[config.mk]
export PLATFORM = sky130hd
export DESIGN_NAME = segment_scan_flat
export DESIGN_NICKNAME = d
export VERILOG_FILES = /design/src/rtl/segment_scan_if.sv /design/src/rtl/segment_scan.sv /design/src/flat_wrapper.sv
export SDC_FILE = /design/constraint.sdc
export NUM_CORES = 1
export LEC_CHECK = 0
export CAP_MARGIN = 20
export CELL_PAD_IN_SITES_DETAIL_PLACEMENT = 0
export CELL_PAD_IN_SITES_GLOBAL_PLACEMENT = 2
export CORE_ASPECT_RATIO = 0.7
export CORE_MARGIN = 2
export CORE_UTILIZATION = 34
export CTS_CLUSTER_SIZE = 20
export DETAILED_ROUTE_END_ITERATION = 10
export GPL_TIMING_DRIVEN = 0
export PLACE_DENSITY = 0.86
export SYNTH_ARGS = -nofsm -noshare
export SYNTH_HDL_FRONTEND = slang
export SYNTH_SLANG_ARGS = --single-unit
[constraint.sdc]
create_clock -name i_clk -period 4.15 [get_ports i_clk]
set_input_delay 0.83 -clock i_clk [delete_from_list [all_inputs] [get_ports i_clk]]
set_output_delay 0.83 -clock i_clk [all_outputs]
set_load 0.005 [all_outputs]
[src/rtl/segment_scan_if.sv]
// Load handshake for segment_scan: a packed BCD word qualified by valid, accepted on ready.
interface segment_scan_if #(
  parameter int DIGITS = 8
);
  logic                i_valid;
  logic [4*DIGITS-1:0] i_data;
  logic                o_ready;

  modport master (output i_valid, output i_data, input o_ready);
  modport slave  (input i_valid, input i_data, output o_ready);
endinterface

[src/rtl/segment_scan.sv]
// Time-multiplexed common-anode 7-segment scanner: a double-buffered BCD word is
// walked one digit per slot, with per-slot dead time and leading-zero blanking.
module segment_scan #(
  parameter int DIGITS = 8,
  parameter int DIV    = 100000,
  parameter int BLANK  = 16,
  parameter int LZB    = 1
) (
  input  logic              i_clk,
  input  logic              i_rst_n,
  segment_scan_if.slave     bus,
  output logic [7:0]        o_digit,
  output logic [DIGITS-1:0] o_an,
  output logic              o_frame
);

  localparam int PW = (DIV > 1) ? $clog2(DIV) : 1;
  localparam int SW = (DIGITS > 1) ? $clog2(DIGITS) : 1;
  localparam logic [PW-1:0] PRESC_LAST = PW'(DIV - 1);
  localparam logic [PW-1:0] DEAD_END   = PW'(BLANK);
  localparam logic [SW-1:0] SLOT_LAST  = SW'(DIGITS - 1);
  localparam logic [7:0]    DIGIT_OFF  = 8'h0F;

  logic [PW-1:0]       prescaler;
  logic [SW-1:0]       slot;
  logic [4*DIGITS-1:0] active;
  logic [4*DIGITS-1:0] pending;
  logic                ready;

  logic                slot_end;
  logic                frame_end;
  logic                take;
  logic                dead;
  logic                lz_blank;
  logic [SW-1:0]       top_nz;
  logic [3:0]          cur_bcd;
  logic [7:0]          digit_next;
  logic [DIGITS-1:0]   an_next;

  assign slot_end    = (prescaler == PRESC_LAST);
  assign frame_end   = slot_end && (slot == SLOT_LAST);
  assign take        = bus.i_valid && ready;
  assign dead        = (prescaler < DEAD_END);
  assign bus.o_ready = ready;

  // Index of the most significant nonzero digit; stays 0 for an all-zero word,
  // which keeps digit 0 visible.
  always_comb begin
    // NOTE: every always_comb output gets a default first so no latch is inferred.
    top_nz = '0;
    for (int i = 0; i < DIGITS; i++) begin
      if (active[4*i +: 4] != 4'h0) top_nz = SW'(i);
    end
  end

  assign cur_bcd  = active[4*slot +: 4];
  assign lz_blank = (LZB != 0) && (slot > top_nz);

  always_comb begin
    digit_next = {4'h0, cur_bcd};
    an_next    = ~(DIGITS'(1) << slot);
    if (dead) begin
      digit_next = DIGIT_OFF;
      an_next    = '1;
    end else if (lz_blank) begin
      digit_next = DIGIT_OFF;
    end
  end

  // A load and a frame boundary cannot both move pending: a boundary only
  // promotes when pending is full, and a load only lands when it is empty.
  always_ff @(posedge i_clk) begin
    // NOTE: sequential state uses non-blocking assignments only; reset is synchronous,
    // and both display buffers are cleared so a mid-frame reset leaves nothing stale.
    if (!i_rst_n) begin
      prescaler <= '0;
      slot      <= '0;
      active    <= '0;
      pending   <= '0;
      ready     <= 1'b1;
      o_digit   <= DIGIT_OFF;
      o_an      <= '1;
      o_frame   <= 1'b0;
    end else begin
      prescaler <= slot_end ? '0 : prescaler + 1'b1;
      if (slot_end) slot <= (slot == SLOT_LAST) ? '0 : slot + 1'b1;
      if (take) begin
        pending <= bus.i_data;
        ready   <= 1'b0;
      end else if (frame_end && !ready) begin
        active <= pending;
        ready  <= 1'b1;
      end
      o_digit <= digit_next;
      o_an    <= an_next;
      o_frame <= frame_end;
    end
  end

endmodule
[src/flat_wrapper.sv]
// flat-port wrapper written by rule: the top's interface ports become plain ports
module segment_scan_flat 
#(
  parameter int DIGITS = 8,
  parameter int DIV    = 100000,
  parameter int BLANK  = 16,
  parameter int LZB    = 1
)
  (i_clk, i_rst_n, o_digit, o_an, o_frame, bus_i_valid, bus_i_data, bus_o_ready);
  segment_scan_if #(.DIGITS(DIGITS)) bus_i ();
  input  logic i_clk;
  input  logic i_rst_n;
  output logic [7:0] o_digit;
  output logic [DIGITS-1:0] o_an;
  output logic o_frame;
  input wire logic [$bits(bus_i.i_valid)-1:0] bus_i_valid;
  input wire logic [$bits(bus_i.i_data)-1:0] bus_i_data;
  output wire logic [$bits(bus_i.o_ready)-1:0] bus_o_ready;
  assign bus_i.i_valid = bus_i_valid;
  assign bus_i.i_data = bus_i_data;
  assign bus_o_ready = bus_i.o_ready;
  segment_scan #(.DIGITS(DIGITS), .DIV(DIV), .BLANK(BLANK), .LZB(LZB)) u_core (.i_clk(i_clk), .i_rst_n(i_rst_n), .bus(bus_i), .o_digit(o_digit), .o_an(o_an), .o_frame(o_frame));
endmodule
==> results of run 1 <==
## cell usage after synthesis, drive strengths merged (2+ instances only)
cell / number
nand2: 88
nand4: 42
xor2: 5
nor4: 12
a21oi: 70
nor3: 4
ha: 10
dfxtp: 98
xnor2: 8
mux4: 8
nor2: 20
nand3: 9
o21ai: 40
or4: 4
and2: 4
or3: 3
inv: 7
buf: 8
nor2b: 2
clkbuf: 32
## logic make-up after synthesis
group / after synthesis / share of synthesized area
AND/OR/NAND/NOR: 192 / 0.226
AO/OA/AOI/OAI: 116 / 0.146
flip-flops: 98 / 0.476
buffers and inverters: 48 / 0.0480
XOR/XNOR: 13 / 0.0277
adder cells (fa/ha/maj): 10 / 0.0304
multiplexers: 8 / 0.0438
other: 1 / 0.000911
## worst min-delay path by stage
stage,start,end,slack [ps],depth (start not counted)
after global routing,u_core.pending[12],u_core.pending[12],480,2
final,u_core.pending[12],u_core.pending[12],460,2
after detailed placement,u_core.pending[18],u_core.pending[18],450,2
after floorplan,u_core.pending[0],u_core.pending[0],440,2
after CTS,u_core.pending[10],u_core.pending[10],460,2
after global placement,u_core.pending[11],u_core.pending[11],450,2
## through the flow
stage	hold slack (ps)	utilization	total power [mW]	cells	worst slack, ps
2_1_floorplan	437	-	1.04	489	1910
3_3_place_gp	449	0.408	1.10	694	1510
3_5_place_dp	450	0.408	1.10	694	1490
4_1_cts	461	0.436	2.00	709	1490
5_1_grt	477	0.436	2.05	709	1130
6_report	458	0.436	1.98	709	1410
## placed cells by master, fill, tap and decap left out, types with 2 or more instances in the layout
master            n
dfxtp_1          98
nand2_1          88
a21oi_1          70
clkdlybuf4s50_1  48
nand4_1          42
o21ai_0          39
clkbuf_1         32
nor2_1           20
nor4_1           12
ha_1             10
clkbuf_16         9
nand3_1           8
xnor2_1           8
mux4_2            8
inv_1             7
xor2_1            5
or4_1             4
nor3_1            4
and2_1            4
buf_4             4
conb_1            4
or3_1             3
buf_1             2
buf_2             2
nor2b_1           2
clkinvlp_4        2
clkbuf_8          2
bufinv_16         2
## report_power, final
part | internal [mW] | switching [mW] | leakage (nW)
Combinational | 0.0495 | 0.0504 | 0.754
Clock | 0.557 | 0.347 | 0.154
Sequential | 0.961 | 0.0136 | 0.795
## per-layer routing
metal,GRT usage,share of wire,wire length (µm)
met1,0.257,0.53,5550
met2,0.250,0.41,4280
met3,0.0358,0.050,517
met4,0.0477,0.0097,101
met5,0,0,0
## flip-flops by register name, indices dropped and copies added (netlist names)
name	count
u_core.prescaler	17
u_core.active	32
u_core.bus.o_ready	1
u_core.o_digit	4
u_core.slot	3
u_core.o_frame	1
u_core.o_an	8
u_core.pending	32
## cell type report
| type | count | area [µm²] | area share |
|---|---|---|---|
| plain buffers | 40 | 168 | 0.0327 |
| clock buffers | 11 | 253 | 0.0492 |
| clock inverters | 4 | 75.1 | 0.0146 |
| inverters | 8 | 30.0 | 0.00585 |
| multi-input cells | 343 | 1970 | 0.384 |
| flip-flops and latches | 98 | 1960 | 0.382 |
| well taps | 157 | 196 | 0.0383 |
| repair buffers | 48 | 480 | 0.0936 |
## critical path, cell delays in order, from the launching register on
cell,delay [ps]
dfxtp_1,400
ha_1,170
clkbuf_1,310
nand4_1,170
nor3_1,840
clkbuf_1,440
nand4_1,160
a21oi_1,170
==> out/metrics.csv, run 1 <==
metric,value,unit
VDD IR max,0.000236,V
crit path launch,u_core.prescaler[0],
ANT nets after route,0,
crit start category,register,
Hold Crit Class,reg -> reg,
die area,0.0130,mm²
Yosys cell types,36,
"Gates resized, CTS repair",0,
r2r endpoint,u_core.active[30],
Async SR Flop Fraction,0,
RePlAce Congestion,0.811,
CP Capture Type,register,
Final period util,0.659,
cell taking the most area after synthesis,dfxtp_1,
"Cell Area, Placed",0.00481,mm²
Clock Path Buffers,2,
Mean Syn Cell Area,8.47,µm²
Via Count,3621,
core area,0.0118,mm²
P_leak,1.70,nW
hold_buf cts,0,
Setup CP Type,reg -> reg,
fmax,366,MHz
Hold Fails Final Rpt,0,
clk sinks,98,
Synth Register Bits,98,
Synth area leaders,"dfxtp_1 48%, a21oi_1 8.5%, nand2_1 8.0%, nand4_1 6.4%, o21ai_0 4.7%",
CTS tree,yes,
required time of the critical path,4420,ps
# rows,33,
GRT Residual Overflow,0,
Rel. slew slack,0.283,
antenna cells,0,
Post-Layout Inst Area,0.00513,mm²
final number of setup-violating endpoints,0,
crit-path max FO,10,
max_cap viols,0,
Via-to-Cell Ratio,5.11,
Gate Count Post-Synth,486,
cts bufs inserted,9,
Fill cells,1179,
end point of the critical path,u_core.active[30],
Setup TNS Final,0,ps
RSZ-0062 raised after global routing,false,
H-tree Lvls,3,
Die H,96.1,µm
Layout Skew,6.14,ps
Root Driver,clkbuf_16,
vias in the first global route,3342,
IO Pins,53,
drt total wl,10400,µm
share of cells above drive strength 1,0.0562,
worst-margin pin slew,1070,ps
PortBufs,48,
initial antenna violation count,0,
Syn. warnings,0,
Max Slew Vio Count,0,
GRT Util Overall,0.172,
"Clk Latency, worst-skew pair",340,ps
DP HPWL,7860,µm
Post-synth top flop,dfxtp_1,
clock-pin slew on the worst setup and hold paths,60,ps
routed len/inst,14.7,µm
Iteration-0 DRC Markers,202,
Horiz. Die Dim,136,µm
synthesized area,0.00412,mm²
worst reg-to-reg setup slack,1410,ps
outcome,"complete, no violations",
"Net count, final",593,
"EDFF count, synth",0,
DRC,0,
Worst R2R Path Depth,7,
minimum clock period,2740,ps
sequential area share after synthesis,0.476,
Initial Utilization,0.350,
maximum number of pins on one net before global-route repair,16,
power density over cell area,386,mW/mm²
global-route wire length before repair,17400,µm
router iterations before antenna repair,5,
r2r startpoint,u_core.prescaler[0],
synthesis-to-finish area growth,24.7,%
WP data arrival,3010,ps
setup bufs post-CTS,0,
share of the synthesized area in the top cell type,0.476,
Power figures use the tool's default switching activity.
==> run 2, diff against run 1 <==
CORE_UTILIZATION = 30   (was 34)
PLACE_DENSITY = 0.81   (was 0.86)
clock period = 2.5 ns   (was 4.15 ns; I/O delays follow)
==> out/metrics.csv, run 2 (synthesized netlist as in run 1, its figures left out) <==
metric,value,unit,change
Rel. slew slack,0.520,,+0.237
Max Slew Vio Count,0,,unchanged
crit start category,register,,
"Clk Latency, worst-skew pair",350,ps,about the same
P_leak,1.74,nW,+2.2%
GRT Util Overall,0.155,,-0.0172
share of cells above drive strength 1,0.0725,,+0.0163
initial antenna violation count,0,,unchanged
global-route wire length before repair,17700,µm,+1.8%
registers with the most flip-flops,"u_core.active (32), u_core.pending (32), u_core.prescaler (17)",,
setup bufs post-CTS,0,,unchanged
Placement Setup Slack,-138,ps,-1630 ps
router iterations before antenna repair,4,,-1
vias in the first global route,3412,,+2.1%
PortBufs,48,,unchanged
worst-margin pin slew,720,ps,-347 ps
CP max stage cell,or4_4,,
H-tree Lvls,3,,unchanged
r2r endpoint,u_core.o_digit[3],,
WHS,458,ps,-0.722 ps
Hold Fails Final Rpt,0,,unchanged
clk sinks,98,,unchanged
RePlAce Congestion,0.837,,+3.1%
synthesis-to-finish area growth,26.7,%,
required time of the critical path,2680,ps,-1740 ps
Setup TNS Final,0,ps,unchanged
CP peak stage delay,550,ps,-290 ps
power density over cell area,653,mW/mm²,+69%
final core utilization,0.393,,-0.0430
Post-Layout Inst Area,0.00522,mm²,+1.6%
Die H,102,µm,+6.2%
Initial Utilization,0.310,,-0.0396
"Net count, final",592,,-0.17%
CTS tree,yes,,
Horiz. Die Dim,144,µm,+6.3%
maximum number of pins on one net before global-route repair,18,,+2
# rows,35,,+6.1%
worst reg-to-reg setup slack,160,ps,-1250 ps
max_cap viols,0,,unchanged
Worst R2R Path Depth,9,,+2
WP data arrival,2520,ps,-490 ps
Hold Crit Depth,2,,unchanged
clock-pin slew on the worst setup and hold paths,70,ps,about the same
post-route setup slack,161,ps,-1250 ps
hold path startpoint,u_core.pending[30],,
r2r startpoint,u_core.active[20],,
Iteration-0 DRC Markers,226,,+12%
Root Driver,clkbuf_16,,
"most common cell after layout, fill and taps aside",dfxtp_1,,
crit-path cells,"or4_4, nand2b_1, a21oi_1, nor2_1, ha_1, nor2b_1, o21a_1, o21ai_2, nand4_1",,
RSZ-0062 raised after global routing,false,,
antenna cells,0,,unchanged
final number of setup-violating endpoints,0,,unchanged
VDD IR max,0.000391,V,+65%
IO Pins,53,,unchanged
Layout Skew,5.94,ps,-0.199 ps
minimum clock period,2340,ps,-397 ps
outcome,"complete, no violations",,
CP Capture Type,register,,
"Cell Area, Placed",0.00484,mm²,+0.73%
cts bufs inserted,9,,unchanged
die area,0.0147,mm²,+13%
"commonest cells after routing, fill and taps aside","98 x dfxtp_1, 88 x nand2_1, 70 x a21oi_1, 48 x clkdlybuf4s50_1, 42 x nand4_1",,
core area,0.0133,mm²,+13%
ANT nets after route,0,,unchanged
fmax,428,MHz,+17%
Hold EP,u_core.pending[30],,
Setup CP Type,reg -> reg,,
Final period util,0.935,,+0.276
Via-to-Cell Ratio,4.93,,-3.5%
crit-path max FO,4,,-6
DP HPWL,8220,µm,+4.6%
routed len/inst,14.6,µm,-0.58%
Hold Crit Class,reg -> reg,,
Clock Path Buffers,2,,unchanged
drt total wl,10800,µm,+3.4%
DRC,0,,unchanged
GRT Residual Overflow,0,,unchanged
Via Count,3632,,+0.30%
hold_buf cts,0,,unchanged
==> run 2: cell type report <==
cell class	count	area (µm²)
plain buffers	39	168
clock inverters	7	124
flip-flops and latches	98	1960
inverters	8	30.0
repair buffers	48	480
multi-input cells	343	2000
fillers	1394	8050
well taps	185	231
clock buffers	9	225
==> run 2: metal layers <==
metal  global-route usage  wire length [µm]  up-vias
met4               0.0490               164        0
met3               0.0403               559       14
li1                     -                 -     1841
met5                    0                 0        -
met1                0.227              5750     1702
met2                0.222              4320       75
==> run 2: worst max-delay path by stage <==
| stage | startpoint | end | slack [ps] | depth (start not counted) |
|---|---|---|---|---|
| 2_1_floorplan | u_core.active[20] | u_core.o_digit[0] | 260 | 9 |
| 3_3_place_gp | u_core.prescaler[0] | u_core.active[25] | -130 | 7 |
| 3_5_place_dp | u_core.prescaler[0] | u_core.active[25] | -140 | 7 |
| 4_1_cts | u_core.active[20] | u_core.o_digit[3] | 40 | 9 |
| 5_1_grt | u_core.active[20] | u_core.o_digit[3] | 3 | 9 |
| 6_report | u_core.active[20] | u_core.o_digit[3] | 160 | 9 |
==> run 2: where the power goes <==
part | switching, mW | internal [mW] | total [mW]
clock | 0.632 | 0.989 | 1.62
combinational | 0.0846 | 0.0825 | 0.167
sequential | 0.0228 | 1.59 | 1.62
==> run 2: what timing repair did <==
item | 4_1_cts | 5_1_grt
setup endpoints to repair | 34 | 45
gates resized for setup | 2 | 12
cloned | 0 | 0
==> run 2: per-stage QoR <==
step                      power (mW)  cells
after floorplan                 1.73    489
final                           3.41    737
after global routing            3.54    737
after CTS                       3.44    738
after global placement          1.82    722
after detailed placement        1.82    722
==> run 2: worst max-delay path: cells and delay by family, from the launching register on <==
family | cells | cell delay [ps]
AOI/OAI and AO/OA | 3 | 490
DFF | 1 | 340
and+or+nand+nor | 5 | 1070
adders and majority gates | 1 | 280
